$ cat src/rtl/mem_arbiter.sv
// mem_arbiter: arbitrates an icache line-fill port and a dcache line port onto a
// single shared physical-memory port. One transaction is in flight at a time;
// the winning request is captured into internal registers at grant and the
// memory port is driven only from those registers until pmem_resp completes it.
//
// Build option:
//   MEM_ARB_RR_EN  defined   -> simultaneous requests alternate (1-bit history,
//                               reset to "icache granted last").
//                  undefined -> fixed priority, dcache wins simultaneous requests.
module mem_arbiter (
  input  logic         clk,
  input  logic         rst_n,
  // icache line-fill port (read only)
  input  logic         i_read,
  input  logic [31:0]  i_address,
  output logic [255:0] i_rdata,
  output logic         i_resp,
  // dcache line port
  input  logic         d_read,
  input  logic         d_write,
  input  logic [31:0]  d_address,
  input  logic [255:0] d_wdata,
  output logic [255:0] d_rdata,
  output logic         d_resp,
  // shared physical-memory port
  output logic         pmem_read,
  output logic         pmem_write,
  output logic [31:0]  pmem_address,
  output logic [255:0] pmem_wdata,
  input  logic [255:0] pmem_rdata,
  input  logic         pmem_resp
);

  typedef enum logic [1:0] {
    IDLE    = 2'd0,
    SERVE_I = 2'd1,
    SERVE_D = 2'd2
  } state_t;

  state_t         r_state;
  state_t         w_next_state;

  // Captured transaction: everything the memory port needs while serving.
  logic [31:0]    r_addr;
  logic [255:0]   r_wdata;
  logic           r_write;

  logic           w_i_req;
  logic           w_d_req;
  logic           w_d_wins;
  logic           w_grant_i;
  logic           w_grant_d;

  assign w_i_req = i_read;
  // A dcache request is either direction; both high is treated as a write below.
  assign w_d_req = d_read | d_write;

`ifdef MEM_ARB_RR_EN
  // High when the dcache received the most recent grant.
  logic           r_last_d;

  // On a tie, the requester that did not win last time gets the grant.
  assign w_d_wins = ~r_last_d;

  // Record which requester won each grant.
  always_ff @(posedge clk or negedge rst_n) begin
    if (!rst_n) begin
      r_last_d <= 1'b0;
    end else if (w_grant_i || w_grant_d) begin
      r_last_d <= w_grant_d;
    end
  end
`else
  // Fixed priority: the dcache wins every tie.
  assign w_d_wins = 1'b1;
`endif

  // Grants are only issued from IDLE, which also enforces the idle gap
  // between consecutive transactions.
  assign w_grant_d = (r_state == IDLE) & w_d_req & (~w_i_req | w_d_wins);
  assign w_grant_i = (r_state == IDLE) & w_i_req & ~w_grant_d;

  // State register.
  // NOTE: clocked state uses non-blocking (<=) so every flop samples the
  // pre-edge values of the others; blocking here would create order-dependent
  // simulation that no longer matches the synthesized flops.
  always_ff @(posedge clk or negedge rst_n) begin
    if (!rst_n) begin
      r_state <= IDLE;
    end else begin
      r_state <= w_next_state;
    end
  end

  // Next-state logic: grant from IDLE, return to IDLE on memory completion.
  always_comb begin
    // NOTE: default assignment first so no path leaves w_next_state unassigned,
    // which would otherwise infer a latch.
    w_next_state = r_state;
    case (r_state)
      IDLE: begin
        if (w_grant_d) begin
          w_next_state = SERVE_D;
        end else if (w_grant_i) begin
          w_next_state = SERVE_I;
        end
      end
      SERVE_I, SERVE_D: begin
        if (pmem_resp) begin
          w_next_state = IDLE;
        end
      end
      default: w_next_state = IDLE;
    endcase
  end

  // Capture the winner's address, data and direction at the grant edge so a
  // requester changing or dropping its inputs mid-transaction has no effect.
  always_ff @(posedge clk or negedge rst_n) begin
    if (!rst_n) begin
      r_addr  <= '0;
      r_wdata <= '0;
      r_write <= 1'b0;
    end else if (w_grant_d) begin
      r_addr  <= d_address;
      r_wdata <= d_wdata;
      r_write <= d_write;
    end else if (w_grant_i) begin
      r_addr  <= i_address;
      r_wdata <= '0;
      r_write <= 1'b0;
    end
  end

  // Output decode: strobes from state plus captured direction; responses and
  // read data are steered to the requester being served, zero otherwise.
  always_comb begin
    pmem_read    = 1'b0;
    pmem_write   = 1'b0;
    pmem_address = r_addr;
    pmem_wdata   = r_wdata;
    i_rdata      = '0;
    i_resp       = 1'b0;
    d_rdata      = '0;
    d_resp       = 1'b0;
    case (r_state)
      SERVE_I: begin
        pmem_read = 1'b1;
        i_rdata   = pmem_rdata;
        i_resp    = pmem_resp;
      end
      SERVE_D: begin
        pmem_read  = ~r_write;
        pmem_write = r_write;
        d_rdata    = pmem_rdata;
        d_resp     = pmem_resp;
      end
      default: ;
    endcase
  end

endmodule
$ cat config.mk
export PLATFORM = sky130hd
export DESIGN_NAME = mem_arbiter
export DESIGN_NICKNAME = d
export VERILOG_FILES = /design/src/rtl/mem_arbiter.sv
export SDC_FILE = /design/constraint.sdc
export NUM_CORES = 1
export LEC_CHECK = 0
export CELL_PAD_IN_SITES_DETAIL_PLACEMENT = 0
export CELL_PAD_IN_SITES_GLOBAL_PLACEMENT = 2
export CORE_AREA = 2 2 533 535
export CTS_CLUSTER_SIZE = 14
export DETAILED_ROUTE_END_ITERATION = 6
export DIE_AREA = 0 0 535 537
export DONT_BUFFER_PORTS = 1
export PLACE_DENSITY = 0.32
export SKIP_CTS_REPAIR_TIMING = 1
export SYNTH_ARGS = -nofsm -noshare
export SYNTH_HDL_FRONTEND = slang
export SYNTH_SLANG_ARGS = --single-unit
$ cat constraint.sdc
create_clock -name clk -period 2.3 [get_ports clk]
set_input_delay 0.46 -clock clk [delete_from_list [all_inputs] [get_ports clk]]
set_output_delay 0.46 -clock clk [all_outputs]
set_load 0.05 [all_outputs]
# Yosys cells after proc, flatten, opt, wreduce, memory -nomap -nowiden

Cells that the tools add are included.

Multiplexer cells: 16
Reduce and logical (&&, ||, !) cells: 4
Bitwise logic cells: 6
Eq/ne operators: 4

Operator list:

| cell                                           | count |
|---|---|
| two-way mux 256 bit                            | 4 |
| two-way mux 32 bit                             | 2 |
| two-way mux 2 bit                              | 3 |
| two-way mux 1 bit                              | 5 |
| case mux 2 bit (2 select lines)                | 1 |
| AND 1 bit                                      | 3 |
| inequality test 3 bit (second input constant)  | 1 |
| == test 2 x 1 -> 1 bit (second input constant) | 1 |
| == test 2 bit (second input constant)          | 1 |
| logical NOT 2 bit                              | 1 |
| inequality test 2 bit (second input constant)  | 1 |
| NOT 1 bit                                      | 2 |
| case mux 1 bit (2 select lines)                | 1 |
| AND reduction 2 bit                            | 1 |
| nonzero test 2 bit                             | 1 |
| OR reduction 2 bit                             | 1 |
| bitwise OR 1 bit                               | 1 |

Input bits: 582
Flip-flop bits (word level): 291
Output and inout port bits: 804
Word-level logic and storage cells: 34

# Longest topological paths before layout

Depth after elaboration: 7
Depth in mapped cells: 7
Gate-level depth less buffers: 5

# Worst setup path before layout

No wires, ideal clock.

Path type: reg-to-output
Start: register r_state[0]
End: output port d_rdata[100]
Arrival: 1.704 ns
Buffers on the path: 3
Required time: 1.840 ns
Cell stages (with the launch flop): 7
Setup slack: 0.136 ns
Path through: dfrtp_1 inv_1 ha_1 clkbuf_1 clkbuf_1 clkbuf_1 and2_1

Word-level cells in the longest chain between the ends: 2

RTL lines:

| element                  | line | text |
|---|---|---|
| start: declaration       | 40   | `state_t r_state;` |
| start signal: assignment | 91   | `r_state <= w_next_state;` |
| == test 2 bit            | 146  | `case (r_state)` |
| two-way mux 256 bit      | 146  |  |
| end: declaration         | 23   | `output logic [255:0] d_rdata,` |

Every way passes these cells.

# Final worst setup path

Start: register r_state[1]
End: output port i_rdata[146]

Word-level cells in the longest chain between the ends: 2

RTL lines:

| element                | line | text |
|---|---|---|
| == test 2 x 1 -> 1 bit | 146  |  |
| two-way mux 256 bit    | 146  |  |
| end: declaration       | 16   | `output logic [255:0] i_rdata,` |

Every way passes these cells.

==> flow_summary_export.csv <==
group,metric,value,unit
logic_synthesis,syn_avg_cell_area,10.9,sq um
place,pre_cts_slack,-49.8,ps
timing,setup_viol,516,
job,drv_cap,0,
power,p_int,25.4,mW
layout,regArea,7280,sq um
floorplan,dieHeight,537,um
logic_synthesis,netlist.area_leader.share,0.510,
layout,final_util,0.121,
logic_synthesis,syn-cell-area,14300,sq um
min_path,hold_class,"in -> async",
floorplan,num_io_pins,1386,
power,powerDensity,1720,nW/um^2
critical_path,cp-endpoint,"i_rdata[146]",
critical_path,cp-end-kind,"output port",
cts,root_buffer,"clkbuf_16",
power,power_switching,33.0,mW
cts,cts_tree,"done",
place,hpwl,141000,um
grt,overflow,0,
detailed_routing,wl_per_cell,27.8,um
floorplan,die_x,535,um
layout,nFillCells,31878,
critical_path,critical_path_required,1840,ps
cts,ctsHtreeMaxLevel,2,
power,irDropWorstVdd,0.000538,V
timing,hold_viol,291,
logic_synthesis,synth_warnings,0,
timing,fin_crit_sh,1.19,
logic_synthesis,synth_top_cell_by_area,"dfrtp_1",
logic_synthesis,synth-seq-area-share,0.510,
grt,grt_usage,0.105,
critical_path,startpoint,"r_state[1]",
timing,tightest_slew,1020,ps
power,switching_share,0.565,
logic_synthesis,synthArstFlopShare,1.00,
run_status,status,"complete, but fails checks",
timing,timing.hold.ws,-431,ps
run_status,violations,"negative hold slack, negative setup slack",
detailed_routing,vias_per_cell,2.58,
floorplan,core_area,281000,sq um
cts,clk_pin_slew,60,ps
critical_path,timing.rr.end,"pmem_wdata[224]",
floorplan,row_count,195,
power,seqPwrFrac,0.317,
timing,slew_headroom,0.323,
critical_path,worstReg2RegStart,"r_state[0]",
critical_path,cp_max_fo,45,
critical_path,worstSetupPathType,"reg -> out",
cts,clk_latency,610,ps
critical_path,critPathLaunchType,"flip-flop",
critical_path,regToRegSetupSlack,270,ps
cts,cts_max_path_buffers,3,
timing,timing_max_transition_violations_final,0,
cts,cts_sinks,291,
logic_synthesis,synth_edf_count,0,
power,pwr-share-clk,0.110,
timing,fin_crit,2730,ps
place,gp_routability_congestion,0.887,
layout,area_growth_syn_to_layout,138,%
power,p_comb_frac,0.573,
detailed_routing,drt_first_pass_iters,7,
cts,cts_buffers,39,
detailed_routing,vias,15393,
logic_synthesis,synth.distinct_cells,21,
grt,antenna_found_initial,195,
critical_path,ff2ff_path_depth,7,
timing,rsz0062_at_grt,"yes",
detailed_routing,detail-route-antenna-nets,0,
detailed_routing,wl,166000,um
layout,nets,2698,
grt,grt_pass1_vias,14108,
logic_synthesis,synthCells,1305,
layout,drive_above_1_share,0.387,
floorplan,die_area,287000,sq um
timing,skew,28.2,ps
critical_path,worst_ep_arrival_time,2270,ps
grt,grt_pass1_wl,190000,um
logic_synthesis,synth.most_common_cell,"and2_1",
logic_synthesis,synth_seq_cells,291,
grt,grt_max_degree,292,
timing,max_freq,0.366,GHz
logic_synthesis,synth_area_leaders,"dfrtp_1 (51%), and2_1 (23%), a22o_1 (16%)",
logic_synthesis,netlist_top_cells_count,"and2_1 (515), dfrtp_1 (291), a22o_1 (258)",
layout,multiInputGateArea,6510,sq um
detailed_routing,drtIter0Drc,638,
floorplan,start_util,0.0507,
place,io_buffers,0,
detailed_routing,drc,0,
logic_synthesis,syn_nets,1890,
power,p_leak,13.2,nW
timing,fin_ws,-431,ps
logic_synthesis,synth-main-ff-cell,"dfrtp_1",
per-stage QoR:
| stage | cells | power [mW] | setup TNS, ps | cell area (sq um) |
|---|---|---|---|---|
| 2_1_floorplan | 1305 | 32.5 | 0 | 14300 |
| 3_3_place_gp | 5541 | 50.1 | -45.2 | 29100 |
| 3_5_place_dp | 5541 | 49.8 | -49.8 | 29100 |
| 4_1_cts | 5611 | 56.6 | -230060 | 30400 |
| 5_1_grt | 5932 | 61.0 | -231570 | 33800 |
| 6_report | 5973 | 58.4 | -178040 | 34000 |
worst min-delay path by stage:
stage	depth (start not counted)	endpoint	slack (ps)	startpoint
6_report	0	pmem_wdata[179]	-430	rst_n
5_1_grt	0	pmem_wdata[188]	-470	rst_n
4_1_cts	0	pmem_wdata[152]	-480	rst_n
3_5_place_dp	0	pmem_wdata[179]	170	rst_n
3_3_place_gp	0	pmem_wdata[179]	170	rst_n
2_1_floorplan	0	pmem_address[0]	160	rst_n
cell type report:
type / count / area share
diodes: 88 / 0.00649
clock inverters: 15 / 0.00490
clock buffers: 55 / 0.0338
multi-input cells: 884 / 0.192
repair buffers: 895 / 0.410
inverters: 2 / 0.000221
well taps: 3743 / 0.138
flip-flops and latches: 291 / 0.214
registers in the layout, summed over array words and instances (netlist names):
name / count
r_state: 2
pmem_wdata: 256
r_write: 1
pmem_address: 32
power groups by stage:
stage	clock network [mW]	logic, mW	registers, mW
floorplan	0	15.2	17.3
global placement	0	31.2	18.9
detailed placement	0	31.1	18.8
CTS	6.74	31.2	18.6
global route	6.85	35.1	19.0
finish	6.43	33.4	18.5
placed cells by master (no fill, tap or decap), types with 2 or more instances in the layout:
cell type	n
o22ai_1	3
nor2_1	32
o22ai_2	30
nor2b_4	2
dfrtp_1	291
clkinv_2	4
clkbuf_8	7
and2_4	69
clkbuf_1	7
buf_4	120
diode_2	88
buf_8	3
ha_4	2
and2_2	8
a22o_1	258
buf_6	20
dlygate4sd3_1	242
clkinvlp_4	5
buf_16	8
a21oi_1	34
buf_12	488
clkbuf_16	55
and2_1	438
bufinv_16	2
kinds of logic after synthesis:
| group | share of synthesized area |
|---|---|
| flip-flops | 0.510 |
| AO/OA/AOI/OAI | 0.200 |
| buffers and inverters | 0.0495 |
| AND/OR/NAND/NOR | 0.237 |
| adder cells (fa/ha/maj) | 0.00263 |
metal layers:
layer	up-vias	wire length, um	global-route usage
met5	-	145	0
met4	20	6510	0.0282
met3	402	21800	0.0592
met2	1331	80900	0.185
met1	7364	56800	0.105
li1	6276	-	-
critical path: stages (launching register included):
cell     delay, ps
dfrtp_1        390
inv_1          150
ha_4           200
buf_16         180
buf_16         240
and2_1         220
buf_12         150
(Power assumes the default switching activity.)
